### config.mk
export PLATFORM = sky130hd
export DESIGN_NAME = seg_scan_decoder_flat
export DESIGN_NICKNAME = d
export VERILOG_FILES = /design/src/rtl/seg_dec_pkg.sv /design/src/rtl/seg_scan_decoder_if.sv /design/src/rtl/seg_glyph_decode.sv /design/src/rtl/seg_scan_decoder.sv /design/src/flat_wrapper.sv
export SDC_FILE = /design/constraint.sdc
export NUM_CORES = 1
export LEC_CHECK = 0
export ABC_AREA = 0
export BUFFER_PORTS_ARGS = -buffer_cell sky130_fd_sc_hd__buf_2
export CAP_MARGIN = 10
export CORE_UTILIZATION = 55
export CTS_BUF_LIST = sky130_fd_sc_hd__clkbuf_8
export DETAILED_ROUTE_END_ITERATION = 10
export GPL_TIMING_DRIVEN = 0
export PLACE_DENSITY = 0.77
export RECOVER_POWER = 100
export SYNTH_ARGS = -nofsm -noshare
export SYNTH_HDL_FRONTEND = slang
export SYNTH_SLANG_ARGS = --single-unit
### constraint.sdc
create_clock -name clk -period 3.15 [get_ports clk]
set_input_delay 0.315 -clock clk [delete_from_list [all_inputs] [get_ports clk]]
set_output_delay 0.315 -clock clk [all_outputs]
set_load 0.01 [all_outputs]
### src/rtl/seg_dec_pkg.sv
// Shared definitions for the multiplexed seven-segment scan decoder:
// FSM states, active-low glyph codes, special nibble codes and slot helpers.
package seg_dec_pkg;

    localparam int NUM_SLOTS = 4;

    // Nibble codes with special meaning on the decoded outputs
    localparam logic [3:0] CODE_ERR   = 4'hE;
    localparam logic [3:0] CODE_BLANK = 4'hF;

    // Anode pattern seen between digits while the scanner blanks the display
    localparam logic [3:0] ANODE_IDLE = 4'b1111;

    // Active-low glyphs, bit order {a,b,c,d,e,f,g} with a as MSB
    localparam logic [6:0] GLYPH_0     = 7'b0000001;
    localparam logic [6:0] GLYPH_1     = 7'b1001111;
    localparam logic [6:0] GLYPH_2     = 7'b0010010;
    localparam logic [6:0] GLYPH_3     = 7'b0000110;
    localparam logic [6:0] GLYPH_4     = 7'b1001100;
    localparam logic [6:0] GLYPH_5     = 7'b0100100;
    localparam logic [6:0] GLYPH_6     = 7'b0100000;
    localparam logic [6:0] GLYPH_7     = 7'b0001111;
    localparam logic [6:0] GLYPH_8     = 7'b0000000;
    localparam logic [6:0] GLYPH_9     = 7'b0000100;
    localparam logic [6:0] GLYPH_A     = 7'b0001000;
    localparam logic [6:0] GLYPH_B     = 7'b1100000;
    localparam logic [6:0] GLYPH_C     = 7'b0110001;
    localparam logic [6:0] GLYPH_D     = 7'b1000010;
    localparam logic [6:0] GLYPH_E     = 7'b0110000;
    localparam logic [6:0] GLYPH_F     = 7'b0111000;
    localparam logic [6:0] GLYPH_BLANK = 7'b1111111;

    typedef enum logic [1:0] {
        ST_SYNC,
        ST_COLLECT,
        ST_COMMIT
    } state_t;

    // Slot number selected by a single-low anode pattern (0 for anything else)
    function automatic logic [1:0] slot_index(input logic [3:0] anode);
        logic [1:0] idx;
        case (anode)
            4'b1110: idx = 2'd0;
            4'b1101: idx = 2'd1;
            4'b1011: idx = 2'd2;
            4'b0111: idx = 2'd3;
            default: idx = 2'd0;
        endcase
        return idx;
    endfunction

endpackage

### src/rtl/seg_scan_decoder_if.sv
// Bundle of the sniffed display scan lines and the decoded frame outputs.
// master drives the scan lines, slave is the decoder.
interface seg_scan_decoder_if;

    logic [3:0] anode_active;
    logic [6:0] segments;
    logic       decimal;
    logic [3:0] digit0;
    logic [3:0] digit1;
    logic [3:0] digit2;
    logic [3:0] digit3;
    logic [3:0] dp;
    logic       frame_valid;
    logic       seg_err;
    logic       anode_err;

    modport master (
        output anode_active, segments, decimal,
        input  digit0, digit1, digit2, digit3, dp, frame_valid, seg_err, anode_err
    );

    modport slave (
        input  anode_active, segments, decimal,
        output digit0, digit1, digit2, digit3, dp, frame_valid, seg_err, anode_err
    );

endinterface

### src/rtl/seg_glyph_decode.sv
// Combinational glyph-to-nibble decoder for active-low seven-segment codes.
// Macro SEG_DEC_HEX_EN: when defined, the hex letters A,b,C,d,E,F decode to
// 4'hA-4'hF; otherwise they are treated as unrecognised (4'hE, invalid).
module seg_glyph_decode
    import seg_dec_pkg::*;
(
    input  logic [6:0] segments,
    output logic [3:0] nibble,
    output logic       invalid
);

    // Map each recognised glyph to its nibble; everything else is an error code
    always_comb begin
        nibble  = CODE_ERR;
        invalid = 1'b0;
        case (segments)
            GLYPH_0:     nibble = 4'h0;
            GLYPH_1:     nibble = 4'h1;
            GLYPH_2:     nibble = 4'h2;
            GLYPH_3:     nibble = 4'h3;
            GLYPH_4:     nibble = 4'h4;
            GLYPH_5:     nibble = 4'h5;
            GLYPH_6:     nibble = 4'h6;
            GLYPH_7:     nibble = 4'h7;
            GLYPH_8:     nibble = 4'h8;
            GLYPH_9:     nibble = 4'h9;
            GLYPH_BLANK: nibble = CODE_BLANK;
`ifdef SEG_DEC_HEX_EN
            GLYPH_A:     nibble = 4'hA;
            GLYPH_B:     nibble = 4'hB;
            GLYPH_C:     nibble = 4'hC;
            GLYPH_D:     nibble = 4'hD;
            GLYPH_E:     nibble = 4'hE;
            GLYPH_F:     nibble = 4'hF;
`endif
            default: begin
                nibble  = CODE_ERR;
                invalid = 1'b1;
            end
        endcase
    end

endmodule

### src/rtl/seg_scan_decoder.sv
// Recovers the four displayed digits from a sniffed, multiplexed
// seven-segment scan. Inputs are registered once, debounced by counting
// identical samples, then assembled slot 0..3 into a shadow frame that is
// committed atomically with a frame_valid pulse.
// Macro SEG_DEC_HEX_EN (in seg_glyph_decode) enables hex letter decoding.
module seg_scan_decoder
    import seg_dec_pkg::*;
#(
    parameter int SETTLE_CYCLES = 4,   // identical samples to accept a slot, 1..255
    parameter int DIGITS        = 4    // only 4 slots are supported
) (
    input  logic                clk,
    input  logic                reset,
    seg_scan_decoder_if.slave   bus
);

    localparam logic [7:0] SETTLE    = 8'(SETTLE_CYCLES);
    localparam logic [1:0] LAST_SLOT = 2'(DIGITS - 1);

    // Registered samples and their one-cycle-older copy for change detection
    logic [3:0] anode_reg, anode_prev_reg;
    logic [6:0] seg_reg, seg_prev_reg;
    logic       dec_reg, dec_prev_reg;

    logic [7:0] cnt_reg, cnt_next;
    logic       dwell_done_reg, dwell_done_next;

    logic [3:0] slot_hit;
    logic       one_low, anode_idle, anode_illegal, anode_changed, sample_changed;
    logic       dwell_done_eff, accept, illegal_edge;
    logic [1:0] slot;
    logic [3:0] glyph_nibble;
    logic       glyph_invalid;

    state_t     state_reg, state_next;
    logic [1:0] expected_reg, expected_next;
    logic [3:0] shadow_digit_reg [DIGITS];
    logic [3:0] shadow_digit_next [DIGITS];
    logic [3:0] shadow_dp_reg, shadow_dp_next;
    logic [3:0] digit_reg [DIGITS];
    logic [3:0] digit_next [DIGITS];
    logic [3:0] dp_reg, dp_next;
    logic       frame_valid_reg, frame_valid_next;
    logic       seg_err_reg, seg_err_next;
    logic       anode_err_reg, anode_err_next;

    // Capture the raw scan lines once, and keep the previous sample
    always_ff @(posedge clk) begin
        if (reset) begin
            anode_reg      <= ANODE_IDLE;
            seg_reg        <= GLYPH_BLANK;
            dec_reg        <= 1'b1;
            anode_prev_reg <= ANODE_IDLE;
            seg_prev_reg   <= GLYPH_BLANK;
            dec_prev_reg   <= 1'b1;
        end else begin
            anode_reg      <= bus.anode_active;
            seg_reg        <= bus.segments;
            dec_reg        <= bus.decimal;
            anode_prev_reg <= anode_reg;
            seg_prev_reg   <= seg_reg;
            dec_prev_reg   <= dec_reg;
        end
    end

    // One comparator per slot: slot k is selected when only bit k is low
    genvar gi;
    for (gi = 0; gi < DIGITS; gi++) begin : g_slot_hit
        assign slot_hit[gi] = (anode_reg == ~(4'b0001 << gi));
    end

    assign one_low        = |slot_hit;
    assign anode_idle     = (anode_reg == ANODE_IDLE);
    assign anode_illegal  = !anode_idle && !one_low;
    assign anode_changed  = (anode_reg != anode_prev_reg);
    assign sample_changed = ({anode_reg, seg_reg, dec_reg} !=
                             {anode_prev_reg, seg_prev_reg, dec_prev_reg});
    assign slot           = slot_index(anode_reg);
    // An illegal pattern is reported once when it appears, not every cycle
    assign illegal_edge   = anode_illegal && anode_changed;

    // Settle counter: blanking parks it at 0, any change restarts at 1.
    // A slot is accepted once per anode dwell, even if segments wobble later.
    always_comb begin
        if (anode_idle) begin
            cnt_next = 8'd0;
        end else if (sample_changed) begin
            cnt_next = 8'd1;
        end else if (cnt_reg != 8'hFF) begin
            cnt_next = cnt_reg + 8'd1;
        end else begin
            cnt_next = cnt_reg;
        end
        dwell_done_eff  = anode_changed ? 1'b0 : dwell_done_reg;
        // accept needs a single low anode bit, so it never coincides with an
        // illegal pattern; the error path always takes precedence below.
        accept          = one_low && (cnt_next == SETTLE) && !dwell_done_eff;
        dwell_done_next = anode_idle ? 1'b0 : (dwell_done_eff | accept);
    end

    // Settle counter and dwell flag registers
    always_ff @(posedge clk) begin
        if (reset) begin
            cnt_reg        <= 8'd0;
            dwell_done_reg <= 1'b0;
        end else begin
            cnt_reg        <= cnt_next;
            dwell_done_reg <= dwell_done_next;
        end
    end

    seg_glyph_decode u_glyph_decode (
        .segments (seg_reg),
        .nibble   (glyph_nibble),
        .invalid  (glyph_invalid)
    );

    // Frame assembly FSM: next state, shadow updates, commit and error pulses
    always_comb begin
        state_next        = state_reg;
        expected_next     = expected_reg;
        shadow_digit_next = shadow_digit_reg;
        shadow_dp_next    = shadow_dp_reg;
        digit_next        = digit_reg;
        dp_next           = dp_reg;
        frame_valid_next  = 1'b0;
        seg_err_next      = seg_err_reg;
        anode_err_next    = 1'b0;

        if (accept && glyph_invalid) begin
            seg_err_next = 1'b1;
        end

        case (state_reg)
            ST_SYNC: begin
                if (illegal_edge) begin
                    anode_err_next = 1'b1;
                end else if (accept && slot == 2'd0) begin
                    shadow_digit_next[0] = glyph_nibble;
                    shadow_dp_next[0]    = ~dec_reg;
                    expected_next        = 2'd1;
                    state_next           = ST_COLLECT;
                end
            end
            ST_COLLECT: begin
                if (illegal_edge) begin
                    anode_err_next = 1'b1;
                    state_next     = ST_SYNC;
                end else if (accept) begin
                    if (slot == expected_reg) begin
                        shadow_digit_next[slot] = glyph_nibble;
                        shadow_dp_next[slot]    = ~dec_reg;
                        if (expected_reg == LAST_SLOT) begin
                            state_next = ST_COMMIT;
                        end else begin
                            expected_next = expected_reg + 2'd1;
                        end
                    end else begin
                        anode_err_next = 1'b1;
                        state_next     = ST_SYNC;
                    end
                end
            end
            ST_COMMIT: begin
                // The completed frame is always published; a slot-0 accept
                // arriving in this same cycle starts the next frame directly.
                digit_next       = shadow_digit_reg;
                dp_next          = shadow_dp_reg;
                frame_valid_next = 1'b1;
                expected_next    = 2'd0;
                state_next       = ST_COLLECT;
                if (illegal_edge) begin
                    anode_err_next = 1'b1;
                    state_next     = ST_SYNC;
                end else if (accept) begin
                    if (slot == 2'd0) begin
                        shadow_digit_next[0] = glyph_nibble;
                        shadow_dp_next[0]    = ~dec_reg;
                        expected_next        = 2'd1;
                    end else begin
                        anode_err_next = 1'b1;
                        state_next     = ST_SYNC;
                    end
                end
            end
            default: begin
                state_next = ST_SYNC;
            end
        endcase
    end

    // FSM, shadow frame and output registers
    always_ff @(posedge clk) begin
        if (reset) begin
            state_reg       <= ST_SYNC;
            expected_reg    <= 2'd0;
            shadow_dp_reg   <= 4'b0000;
            dp_reg          <= 4'b0000;
            frame_valid_reg <= 1'b0;
            seg_err_reg     <= 1'b0;
            anode_err_reg   <= 1'b0;
            for (int i = 0; i < DIGITS; i++) begin
                shadow_digit_reg[i] <= CODE_BLANK;
                digit_reg[i]        <= CODE_BLANK;
            end
        end else begin
            state_reg        <= state_next;
            expected_reg     <= expected_next;
            shadow_digit_reg <= shadow_digit_next;
            shadow_dp_reg    <= shadow_dp_next;
            digit_reg        <= digit_next;
            dp_reg           <= dp_next;
            frame_valid_reg  <= frame_valid_next;
            seg_err_reg      <= seg_err_next;
            anode_err_reg    <= anode_err_next;
        end
    end

    assign bus.digit0      = digit_reg[0];
    assign bus.digit1      = digit_reg[1];
    assign bus.digit2      = digit_reg[2];
    assign bus.digit3      = digit_reg[3];
    assign bus.dp          = dp_reg;
    assign bus.frame_valid = frame_valid_reg;
    assign bus.seg_err     = seg_err_reg;
    assign bus.anode_err   = anode_err_reg;

endmodule

### src/flat_wrapper.sv
// flat-port wrapper written by rule: the top's interface ports become plain ports
module seg_scan_decoder_flat import seg_dec_pkg::*;
#(
    parameter int SETTLE_CYCLES = 4,                                                
    parameter int DIGITS        = 4                                 
)
  (clk, reset, bus_anode_active, bus_segments, bus_decimal, bus_digit0, bus_digit1, bus_digit2, bus_digit3, bus_dp, bus_frame_valid, bus_seg_err, bus_anode_err);
  seg_scan_decoder_if bus_i ();
  input  logic clk;
  input  logic reset;
  input wire logic [$bits(bus_i.anode_active)-1:0] bus_anode_active;
  input wire logic [$bits(bus_i.segments)-1:0] bus_segments;
  input wire logic [$bits(bus_i.decimal)-1:0] bus_decimal;
  output wire logic [$bits(bus_i.digit0)-1:0] bus_digit0;
  output wire logic [$bits(bus_i.digit1)-1:0] bus_digit1;
  output wire logic [$bits(bus_i.digit2)-1:0] bus_digit2;
  output wire logic [$bits(bus_i.digit3)-1:0] bus_digit3;
  output wire logic [$bits(bus_i.dp)-1:0] bus_dp;
  output wire logic [$bits(bus_i.frame_valid)-1:0] bus_frame_valid;
  output wire logic [$bits(bus_i.seg_err)-1:0] bus_seg_err;
  output wire logic [$bits(bus_i.anode_err)-1:0] bus_anode_err;
  assign bus_i.anode_active = bus_anode_active;
  assign bus_i.segments = bus_segments;
  assign bus_i.decimal = bus_decimal;
  assign bus_digit0 = bus_i.digit0;
  assign bus_digit1 = bus_i.digit1;
  assign bus_digit2 = bus_i.digit2;
  assign bus_digit3 = bus_i.digit3;
  assign bus_dp = bus_i.dp;
  assign bus_frame_valid = bus_i.frame_valid;
  assign bus_seg_err = bus_i.seg_err;
  assign bus_anode_err = bus_i.anode_err;
  seg_scan_decoder #(.SETTLE_CYCLES(SETTLE_CYCLES), .DIGITS(DIGITS)) u_core (.clk(clk), .reset(reset), .bus(bus_i));
endmodule
# Word level (Yosys, flattened, before mapping)

Cells that the tools add are included.

Register bits after elaboration: 80
Input port bits: 14
Output and inout bits: 23
Logic and storage cells: 147

Add/sub/neg operators: 2
$lt $le $gt $ge: 4
Eq/ne operators: 34
Multiplexer cells: 57
Bitwise gates (word level): 4
Reduce and logical (&&, ||, !) cells: 22

Operators with widths:

| kind                  | number |
|---|---|
| $mux W16              | 3 |
| $pmux W4 S11          | 1 |
| $mux W2               | 14 |
| $mux W4               | 6 |
| $mux W8               | 3 |
| $eq A7 B7 Y1 const B  | 3 |
| $mux W1               | 20 |
| $pmux W2 S3           | 3 |
| $bwmux W16            | 1 |
| $eq A4 B4 Y1 const B  | 4 |
| $eq A7 B3 Y1 const B  | 2 |
| $eq A7 B6 Y1 const B  | 2 |
| $ne A12 B12 Y1        | 1 |
| $pmux W4 S3           | 1 |
| $reduce_or A11 Y1     | 1 |
| $ne A2 B1 Y1 const B  | 5 |
| $reduce_and A9 Y1     | 1 |
| $add A8 B1 Y8 const B | 1 |
| $demux W4 S2          | 1 |
| $eq A8 B3 Y1 const B  | 1 |
| $logic_and A1 B1 Y1   | 8 |
| $ne A2 B2 Y1 const B  | 4 |
| $ne A8 B8 Y1 const B  | 1 |
| $reduce_and A4 Y1     | 2 |
| 28 further kinds      | 34 |

# Depth between registers and ports, before layout

Gate-level depths: netlist of run 1.

Word-level depth: 12
Depth in mapped cells: 8
Depth with buffers taken out: 8

# Modules after synthesis

A second synthesis of run 1 with hierarchy kept.

Cells, all modules: 408
Area total of the unflattened synthesis: 3,661.0 µm²

By module, submodules not included:

| module           | instances | cells an instance | area an instance (µm²) |
|---|---|---|---|
| seg_scan_decoder | 1         | 370               | 3,382.0 |
| seg_glyph_decode | 1         | 38                | 279.0 |

# Worst setup path after synthesis of run 1

No wires, ideal clock.

Kind: register -> register
Start point: register u_core.cnt_reg[0]
End point: register u_core.shadow_digit_reg[7] in the netlist's numbering
Setup time: 0.120 ns
Arrival: 2.486 ns
Data required time: 3.030 ns
Setup slack: 0.544 ns
Cell stages (with the launch flop): 9
Path buffers: 0
Clock period less this slack: 2.606 ns
Cell sequence: dfxtp_1 > ha_1 > and3_4 > or4_4 > a32oi_4 > nand4_4 > nor4_4 > nor2b_1 > a211o_1

Longest elaborated chain between the ends: 8
Elaborated cells on any way between the ends: 9
Classes of those cells: 1 x add/sub; 2 x eq/ne; 3 x mux; 3 x reduce/logical

Ends and longest elaborated chain:

| item                                          | line                                           | RTL |
|---|---|---|
| from (decl)                                   | seg_scan_decoder.sv:25                         | `logic [7:0] cnt_reg, cnt_next;` |
| from (signal assigned)                        | seg_scan_decoder.sv:107                        | `cnt_reg <= cnt_next;` |
| $add A8 B1 Y8 or $ne A8 B8 Y1 (tied branches) | seg_scan_decoder.sv:90, seg_scan_decoder.sv:89 |  |
| $mux W8 (*)                                   | seg_scan_decoder.sv:89                         | `end else if (cnt_reg != 8'hFF) begin` |
| $mux W8 (*)                                   | seg_scan_decoder.sv:87                         | `end else if (sample_changed) begin` |
| $mux W8 (*)                                   | seg_scan_decoder.sv:85                         | `if (anode_idle) begin` |
| $eq A8 B3 Y1 (*)                              | seg_scan_decoder.sv:97                         | `accept = one_low && (cnt_next == SETTLE) && !dwell_done_eff;` |
| $logic_and A1 B1 Y1 (*) (2 in a row)          | seg_scan_decoder.sv:97                         |  |
| $reduce_and A4 Y1 (no line) (*)               | n/a                                            |  |
| to (signal assigned)                          | seg_scan_decoder.sv:209                        | `shadow_digit_reg <= shadow_digit_next;` |
| to (decl)                                     | seg_scan_decoder.sv:37                         | `logic [3:0] shadow_digit_reg [DIGITS];` |

Mark *: on every way between the ends. The rest lies on a longest branch, timed or not.
A chain may end at the register's enable or synchronous reset.

# Worst setup path in the final report of run 1

Start point: register u_core.cnt_reg[1]
End point: register u_core.shadow_digit_reg[7] in the netlist's numbering

Same word-level chain as after synthesis.

==> impl_metrics.py, run 1 <==
metrics = {
    "finish": {
        "fill_cells": 555,
        "area_growth_pct": 11.6,
        "largest_reg_flops": 16,
        "insertedDiodeCount": 0,
        "drive_above_1_share_pct": 17.0,
        "multi_input_area_sq_um": 1950,
        "fin_cells": 519,
        "regArea_sq_um": 1600,
        "final_area_sq_um": 4150,
        "nets": 457,
        "final_common_cell": "dfxtp_1",
        "layout_common_cells": "80 x dfxtp_1, 46 x clkbuf_1, 29 x or2_2",
    },
    "setup_path": {
        "timing.reg2reg.setup_slack_ns": 0.21,
        "critPathMaxStageDelay_ns": 0.51,
        "startpoint_type": "flip-flop",
        "r2r-start": "u_core.cnt_reg[1]",
        "cp-end-kind": "flip-flop",
        "path_cells": "ha_1 > nand4_1 > or3_1 > a32oi_2 > nand4_4 > nor4_4 > nor2b_1 > a211o_1",
        "r2r-end": "u_core.shadow_digit_reg[7]",
        "crit_path_max_fanout": 8,
        "reg2reg_depth": 8,
        "required_ns": 3.41,
        "arrival_ns": 3.20,
        "crit_type": "reg2reg",
        "cpMaxStageDelayCell": "nor4_4",
        "cp.buffers_inverters": 0,
        "cp_top_family": "simple AND/OR/NAND/NOR gates",
    },
    "drt": {
        "finalWirelength_um": 7490,
        "drc": 0,
        "post_drt_wl_per_cell_um": 14.4,
        "dr.pass1.iters": 4,
        "ant_nets": 0,
        "drt-vias-per-instance": 5.61,
        "drt-initial-drc-count": 217,
        "vias": 2911,
    },
    "status": {
        "status": "complete, no violations",
    },
    "timing": {
        "slew_viol_final": 0,
        "post-route-period-util_pct": 93.4,
        "setup-violations-final": 0,
        "fmax_mhz": 340,
        "relSlewSlack_pct": 48.0,
        "period_minus_slack_ns": 2.94,
        "worst_pin_slew_ns": 0.771,
        "setup_slack_ns": 0.209,
        "clock_skew_ns": 0.00589,
        "rsz0062_at_grt": "yes",
        "finalHoldViolCount": 0,
    },
    "logic_synthesis": {
        "yosys.cell_types.count": 52,
        "yosysSeqAreaShare_pct": 43.1,
        "ys_top_cells_by_area": "dfxtp_1 43%, mux2i_1 7.3%, or2_2 4.9%",
        "synth-seq-cells": 80,
        "synth_cells": 387,
        "yosys.area.top_type": "dfxtp_1",
        "syn_area_per_cell_sq_um": 9.61,
        "yosysWarnings": 0,
        "async_flop_share_pct": 0,
        "synth-main-ff-cell": "dfxtp_1",
        "synthDominantCellAreaShare_pct": 43.1,
        "netlist_area_sq_um": 3720,
        "syn_nets": 407,
        "synth-edff-count": 0,
    },
    "placement": {
        "portBuffers": 36,
        "place_congestion": 0.866,
        "place_area_sq_um": 3990,
        "dp.cells": 500,
        "dp.final_hpwl_um": 5330,
        "place_ws_ns": 0.169,
    },
    "pwr": {
        "p_leak_nw": 1.57,
        "fin_total_pwr_mw": 1.87,
        "peakVddDrop_mv": 0.316,
        "powerDensity_nw_per_um2": 450,
    },
    "cts": {
        "htree_levels": 3,
        "cts_root_buffer": "clkbuf_8",
        "hold_buffers": 0,
        "cts_buffers": 9,
        "clock_sinks": 80,
        "clkTransAtPathRegs_ns": 0.09,
        "clk_latency_ns": 0.36,
        "cts_tree": "done",
        "clockBufferDepth": 2,
    },
    "die": {
        "die_w_um": 84.2,
        "die_height_um": 84.2,
        "io_pins": 37,
        "core_sq_um": 6420,
        "die-area_sq_um": 7090,
        "rows": 29,
        "initial_core_util_pct": 57.9,
    },
    "global_routing": {
        "track_usage_pct": 22.8,
        "grt_pass1_vias": 2638,
        "grt_max_degree": 16,
        "antenna_found_initial": 0,
        "gr-total-overflow": 0,
        "grt_pass1_wl_um": 12700,
    },
    "flow_run": {
        "cap_violations": 0,
    },
    "hold_path": {
        "holdPathStages": 2,
        "min_from": "bus_segments[1]",
        "hold_end": "u_core.seg_reg[1]",
        "worst_hold_path_type": "in2reg",
    },
}
[power breakdown]
part	switching, mW	internal, mW
sequential	0.00941	1.03
clock	0.406	0.295
combinational	0.0748	0.0539
total	0.490	1.38
[repair_timing]
item	4_1_cts	5_1_grt
setup endpoints to repair	0	7
setup buffers	0	3
resized for setup	0	1
[per-stage QoR]
step	TNS, ns	hold slack [ns]	utilization [%]
6_report	0	0.129	64.6
5_1_grt	-0.000834	0.128	64.6
4_1_cts	0	0.115	65.0
3_5_place_dp	0	0.442	62.2
3_3_place_gp	0	0.444	62.2
2_1_floorplan	0	0.419	-
[metal layers]
| layer | vias up | part of all wire, % | GRT usage (%) |
|---|---|---|---|
| li1 | 1465 | - | - |
| met3 | 13 | 3.7 | 3.44 |
| met2 | 54 | 47 | 37.7 |
| met5 | - | 0 | 0 |
| met4 | 0 | 1.8 | 10.8 |
| met1 | 1379 | 47 | 29.4 |
[worst max-delay path by stage]
stage | from | end | depth (start not counted)
3_5_place_dp | u_core.cnt_reg[0] | u_core.shadow_digit_reg[3] | 8
6_report | u_core.cnt_reg[1] | u_core.shadow_digit_reg[7] | 8
4_1_cts | u_core.cnt_reg[1] | u_core.shadow_digit_reg[3] | 8
3_3_place_gp | u_core.cnt_reg[0] | u_core.shadow_digit_reg[3] | 8
5_1_grt | u_core.cnt_reg[1] | u_core.shadow_digit_reg[7] | 8
2_1_floorplan | u_core.cnt_reg[0] | u_core.shadow_digit_reg[7] | 8
[layout make-up]
cell class | count | share of cell area, %
Multi-Input combinational cell | 270 | 47.0
Clock buffer | 9 | 2.99
Timing Repair Buffer | 39 | 4.01
Buffer | 26 | 2.80
Tap cell | 77 | 2.32
Inverter | 11 | 0.995
Clock inverter | 7 | 1.33
Sequential cell | 80 | 38.6
[cell families after synthesis]
| family | share of synthesized area, % |
|---|---|
| flops | 43.1 |
| mux | 7.27 |
| fa+ha+maj | 2.29 |
| simple gates | 27.6 |
| xor+xnor | 3.77 |
| compound gates | 11.8 |
| buf+inv | 4.24 |
[Yosys cell counts, drive strengths merged (3+ instances only)]
master / count
buf: 5
mux2i: 27
xnor2: 13
clkbuf: 21
o21ai: 8
nor4: 5
a21oi: 9
or4: 3
dfxtp: 80
and3b: 3
or4bb: 3
xor2: 3
nand3: 9
nand2: 9
nor3b: 3
nor2b: 19
nand4: 11
or2: 29
a31oi: 4
and3: 5
nand4b: 3
nand2b: 19
or3: 3
a211o: 19
inv: 11
ha: 6
nor3: 8
nor2: 26
No activity file was read; power rests on OpenSTA's default activity.
==> run 2, diff against run 1 <==
--- a/config.mk
+++ b/config.mk
@@ -13,7 +13,6 @@
 export DETAILED_ROUTE_END_ITERATION = 10
 export GPL_TIMING_DRIVEN = 0
 export PLACE_DENSITY = 0.77
-export RECOVER_POWER = 100
 export SYNTH_ARGS = -nofsm -noshare
 export SYNTH_HDL_FRONTEND = slang
 export SYNTH_SLANG_ARGS = --single-unit
==> run 2 against run 1 <==
Count of clock-buffer cells in the layout stayed put. Setup slack better by 0.0031 ns. Total power hardly changed. Global-route usage stayed put. Die area stayed put. Via count is 0.17% higher. Non-clock buffer count stayed put. Fmax is 0.10% higher.
==> impl_metrics.py, run 2 (synthesis gave the netlist of run 1 again) <==
metrics = {
    "setup_path": {
        "critPathMaxStageDelay_ns": 0.51,
        "arrival_ns": 3.20,
        "endpoint": "u_core.shadow_digit_reg[7]",
        "cp.buffers_inverters": 0,
        "reg2reg_depth": 8,
        "required_ns": 3.41,
        "critPathLaunch": "u_core.cnt_reg[1]",
        "r2r-end": "u_core.shadow_digit_reg[7]",
        "startpoint_type": "flip-flop",
        "cp-end-kind": "flip-flop",
        "timing.reg2reg.setup_slack_ns": 0.21,
        "path_cells": "ha_1 > nand4_1 > or3_1 > a32oi_4 > nand4_4 > nor4_4 > nor2b_1 > a211o_1",
        "cp_top_family": "simple AND/OR/NAND/NOR gates",
        "cpMaxStageDelayCell": "nor4_4",
        "crit_path_max_fanout": 8,
        "r2r-start": "u_core.cnt_reg[1]",
        "crit_type": "reg2reg",
        "path_depth": 8,
    },
    "drt": {
        "dr.pass1.iters": 5,
        "drt-vias-per-instance": 5.62,
        "ant_nets": 0,
        "dr_wl_met3_um": 259,
        "maxUsedRoutingLayer": "met4",
        "drt-initial-drc-count": 193,
        "met1Wirelength_um": 3550,
        "finalWirelength_um": 7480,
        "vias": 2916,
        "post_drt_wl_per_cell_um": 14.4,
        "drc": 0,
        "dr_wl_met2_um": 3540,
    },
    "pwr": {
        "fin_total_pwr_mw": 1.87,
        "seqPwrFrac_pct": 55.5,
        "p_comb_share_pct": 6.9,
        "powerDensity_nw_per_um2": 445,
        "peakVddDrop_mv": 0.314,
        "p_leak_nw": 1.62,
        "p_sw_mw": 0.491,
        "internal_power_mw": 1.38,
        "p_sw_share_pct": 26.3,
        "power_frac_clock_pct": 37.6,
    },
    "timing": {
        "relSlewSlack_pct": 47.4,
        "clock_skew_ns": 0.00687,
        "setup-violations-final": 0,
        "post-route-period-util_pct": 93.3,
        "totalNegativeSetupSlack_ns": 0,
        "period_minus_slack_ns": 2.94,
        "rsz0062_at_grt": "yes",
        "fmax_mhz": 340,
        "slew_viol_final": 0,
        "hold_slack_ns": 0.125,
        "finalHoldViolCount": 0,
        "worst_pin_slew_ns": 0.781,
    },
    "cts": {
        "cts_tree": "done",
        "clock_sinks": 80,
        "hold_buffers": 0,
        "cts_root_buffer": "clkbuf_8",
        "cts_buffers": 9,
        "clockBufferDepth": 2,
        "htree_levels": 3,
        "clk_latency_ns": 0.37,
        "clkTransAtPathRegs_ns": 0.09,
    },
    "global_routing": {
        "grt_pass1_wl_um": 12700,
        "gr-total-overflow": 0,
        "track_usage_pct": 22.8,
        "grt_max_degree": 16,
        "antenna_found_initial": 0,
        "grt_pass1_vias": 2638,
    },
    "flow_run": {
        "cap_violations": 0,
    },
    "finish": {
        "largest_reg_flops": 16,
        "final_area_sq_um": 4200,
        "nets": 457,
        "drive_above_1_share_pct": 22.6,
        "area_growth_pct": 12.9,
        "layout_common_cells": "80 x dfxtp_1, 39 x buf_2, 29 x or2_2",
        "insertedDiodeCount": 0,
        "final_common_cell": "dfxtp_1",
        "fin_util_pct": 65.3,
    },
    "die": {
        "rows": 29,
        "die_height_um": 84.2,
        "core_sq_um": 6420,
        "die_w_um": 84.2,
        "initial_core_util_pct": 57.9,
        "io_pins": 37,
        "die-area_sq_um": 7090,
    },
    "hold_path": {
        "worst_hold_path_type": "in2reg",
    },
    "placement": {
        "portBuffers": 36,
        "place_area_sq_um": 3990,
        "dp.final_hpwl_um": 5330,
        "place_congestion": 0.866,
    },
    "status": {
        "status": "complete, no violations",
    },
}
run 2: cell types whose count changed in the layout (fill, tap and decap cells not counted):
| cell | change |
|---|---|
| a32oi_4 | +1 |
| a32oi_2 | -1 |
| clkbuf_1 | -25 |
| buf_2 | +24 |
| buf_4 | +2 |
| clkbuf_2 | -1 |
run 2: repair_timing:
action,CTS,global route
endpoints found under the setup margin,0,7
resized for setup,0,1
buffers inserted,0,3
run 2: cell type report:
cell class,count,area [sq um]
clock inverters,7,55.1
fillers,539,2230
plain buffers,26,116
multi-input cells,270,1960
flip-flops and latches,80,1600
well taps,77,96.3
clock buffers,9,124
inverters,11,41.3
repair buffers,39,203
run 2: worst min path at each step:
stage | from | to | depth (start not counted)
floorplan | bus_anode_active[0] | u_core.anode_reg[0] | 1
global placement | u_core.shadow_digit_reg[7] | u_core.bus.digit2[3] | 1
detailed placement | u_core.shadow_digit_reg[3] | u_core.bus.digit3[3] | 1
CTS | bus_segments[1] | u_core.seg_reg[1] | 2
global route | bus_segments[3] | u_core.seg_reg[3] | 2
finish | bus_segments[1] | u_core.seg_reg[1] | 2
run 2: power by group through the flow:
stage                     Sequential (mW)  Clock [mW]  Combinational (mW)
final                                1.04       0.702               0.130
after global routing                 1.04       0.754               0.145
after CTS                            1.04       0.719               0.130
after detailed placement             1.06           0               0.129
after global placement               1.06           0               0.127
after floorplan                      1.06           0              0.0960
run 2: routing by layer:
metal / vias to the layer above / global-route usage (%)
li1: 1468 / -
met1: 1391 / 29.4
met2: 44 / 37.7
met3: 13 / 3.44
met4: 0 / 10.8
met5: - / 0
run 2: metrics by stage:
stage | instances | setup WS [ns]
2_1_floorplan | 387 | 0.544
3_3_place_gp | 500 | 0.239
3_5_place_dp | 500 | 0.169
4_1_cts | 516 | 0.148
5_1_grt | 519 | -0.000834
6_report | 519 | 0.212
==> run 3, diff against run 2 <==
--- a/config.mk
+++ b/config.mk
@@ -12,7 +12,7 @@
 export CTS_BUF_LIST = sky130_fd_sc_hd__clkbuf_8
 export DETAILED_ROUTE_END_ITERATION = 10
 export GPL_TIMING_DRIVEN = 0
-export PLACE_DENSITY = 0.77
+export PLACE_DENSITY = 0.75
 export SYNTH_ARGS = -nofsm -noshare
 export SYNTH_HDL_FRONTEND = slang
 export SYNTH_SLANG_ARGS = --single-unit
==> run 3 against run 2 <==
The flow now finishes with violations (DRC). Clock skew increased by 0.0087 ns. Cell count increased by 0.39%. Total power rose by 9.3%. Global-route usage rose by 0.31 points. Worst hold slack better by 0.00071 ns. Die area unchanged. Via count rose by 1.1%.
==> impl_metrics.py, run 3 (synthesis gave the netlist of run 1 again) <==
metrics = {
    "hold_path": {
        "min_from": "bus_segments[1]",
        "worst_hold_path_type": "in2reg",
    },
    "setup_path": {
        "cp.buffers_inverters": 1,
        "required_ns": 3.42,
        "critPathMaxStageDelay_ns": 0.66,
        "arrival_ns": 3.15,
        "crit_path_max_fanout": 9,
        "critPathLaunch": "u_core.seg_reg[6]",
        "crit_top_cell": "o21ai_0",
        "r2r-start": "u_core.seg_reg[6]",
        "cp-end-kind": "flip-flop",
        "startpoint_type": "flip-flop",
        "cpMaxStageDelayCell": "a2111oi_0",
        "cp_top_family": "compound AO/OA/AOI/OAI gates",
        "path_cells": "clkbuf_1 > or3b_2 > a2111oi_0 > nor3_1 > o21ai_0 > o21ai_0 > mux2i_1 > nand2b_1",
        "crit_type": "reg2reg",
    },
    "timing": {
        "hold_slack_ns": 0.126,
        "fmax_mhz": 346,
        "setup-violations-final": 0,
        "relSlewSlack_pct": 50.5,
        "rsz0062_at_grt": "no",
        "post-route-period-util_pct": 91.6,
        "setup_slack_ns": 0.264,
        "finalHoldViolCount": 0,
        "clock_skew_ns": 0.0155,
        "worst_pin_slew_ns": 0.724,
        "totalNegativeSetupSlack_ns": 0,
        "period_minus_slack_ns": 2.89,
        "slew_viol_final": 0,
    },
    "finish": {
        "largest_reg_flops": 16,
        "final_common_cell": "dfxtp_1",
        "insertedDiodeCount": 0,
        "fill_cells": 545,
        "multi_input_area_sq_um": 1960,
        "nets": 459,
        "drive_above_1_share_pct": 23.0,
        "layout_common_cells": "80 x dfxtp_1, 39 x buf_2, 29 x or2_2",
        "fin_util_pct": 66.4,
        "regArea_sq_um": 1600,
        "area_growth_pct": 14.6,
    },
    "placement": {
        "place_congestion": 0.860,
        "place_ws_ns": 0.211,
        "dp.final_hpwl_um": 5420,
        "portBuffers": 36,
    },
    "drt": {
        "finalWirelength_um": 7630,
        "drc": 4,
        "post_drt_wl_per_cell_um": 14.6,
        "drt-initial-drc-count": 145,
        "dr.pass1.iters": 8,
        "drt-vias-per-instance": 5.66,
        "vias": 2948,
        "ant_nets": 0,
    },
    "pwr": {
        "p_leak_nw": 1.66,
        "peakVddDrop_mv": 0.288,
        "powerDensity_nw_per_um2": 479,
        "fin_total_pwr_mw": 2.04,
    },
    "cts": {
        "hold_buffers": 0,
        "clock_sinks": 80,
        "cts_tree": "done",
        "cts_buffers": 9,
        "cts_root_buffer": "clkbuf_8",
        "htree_levels": 3,
        "clkTransAtPathRegs_ns": 0.09,
        "clockBufferDepth": 2,
        "clk_latency_ns": 0.37,
    },
    "global_routing": {
        "grt_max_degree": 17,
        "gr-total-overflow": 0,
        "antenna_found_initial": 0,
        "grt_pass1_wl_um": 12900,
        "grt_pass1_vias": 2785,
        "track_usage_pct": 23.1,
    },
    "die": {
        "die_height_um": 84.2,
        "die_w_um": 84.2,
        "die-area_sq_um": 7090,
        "core_sq_um": 6420,
        "initial_core_util_pct": 57.9,
        "rows": 29,
        "io_pins": 37,
    },
    "status": {
        "violations": "DRC",
        "status": "complete, but fails checks",
    },
    "flow_run": {
        "cap_violations": 0,
    },
}
-- run 3: cell count changes in the layout (fill, tap and decap cells not counted), sizes merged --
| cell | change |
|---|---|
| bufinv | +2 |
| buf | +2 |
| clkinvlp | -1 |
| clkinv | -3 |
| inv | +2 |
-- run 3: worst reg2reg max path, stage by stage (launching register included) --
cell and delay [ns]:
dfxtp_1 0.30, clkbuf_1 0.19, or3b_2 0.47, a2111oi_0 0.66, nor3_1 0.28, o21ai_0 0.28
o21ai_0 0.30, mux2i_1 0.24, nand2b_1 0.07
-- run 3: what timing repair did --
action,in CTS,in global routing
setup endpoints to repair,0,4
buffers inserted,0,5
resized for setup,0,0
-- run 3: layer usage --
metal	vias to the layer above	GRT usage, %	share of wire, %	routed length, um
li1	1470	-	-	-
met1	1403	28.1	45	3450
met2	64	39.6	49	3770
met3	11	6.69	4.1	315
met4	0	7.37	1.2	95
met5	-	0	0	0
-- run 3: report_power, final --
group	switching, mW	total (mW)	internal, mW	leakage, nW
sequential	0.00961	1.04	1.03	0.652
clock	0.412	0.875	0.463	0.117
combinational	0.0763	0.131	0.0543	0.889
total	0.498	2.04	1.54	1.66
-- run 3: final cells by class --
cell class                      count  area share (%)
Clock buffer                        9            2.91
Timing Repair Buffer               41            5.11
Sequential cell                    80            37.6
Buffer                             26            2.73
Multi-Input combinational cell    270            45.9
Clock inverter                      7            2.50
Tap cell                           77            2.26
Inverter                           11           0.969
-- run 3: stage by stage --
step | area (sq um) | instances
6_report | 4260 | 521
5_1_grt | 4260 | 521
4_1_cts | 4220 | 516
3_5_place_dp | 3990 | 500
3_3_place_gp | 3990 | 500
2_1_floorplan | 3720 | 387
-- run 3: final timing paths --
check | to | slack, ns | cells past startpoint
worst max-delay path | u_core.shadow_digit_reg[5] | 0.26 | 8
worst min register to register | u_core.bus.digit3[3] | 0.47 | 1
worst max register to register | u_core.shadow_digit_reg[5] | 0.26 | 8
worst min-delay path | u_core.seg_reg[1] | 0.13 | 2
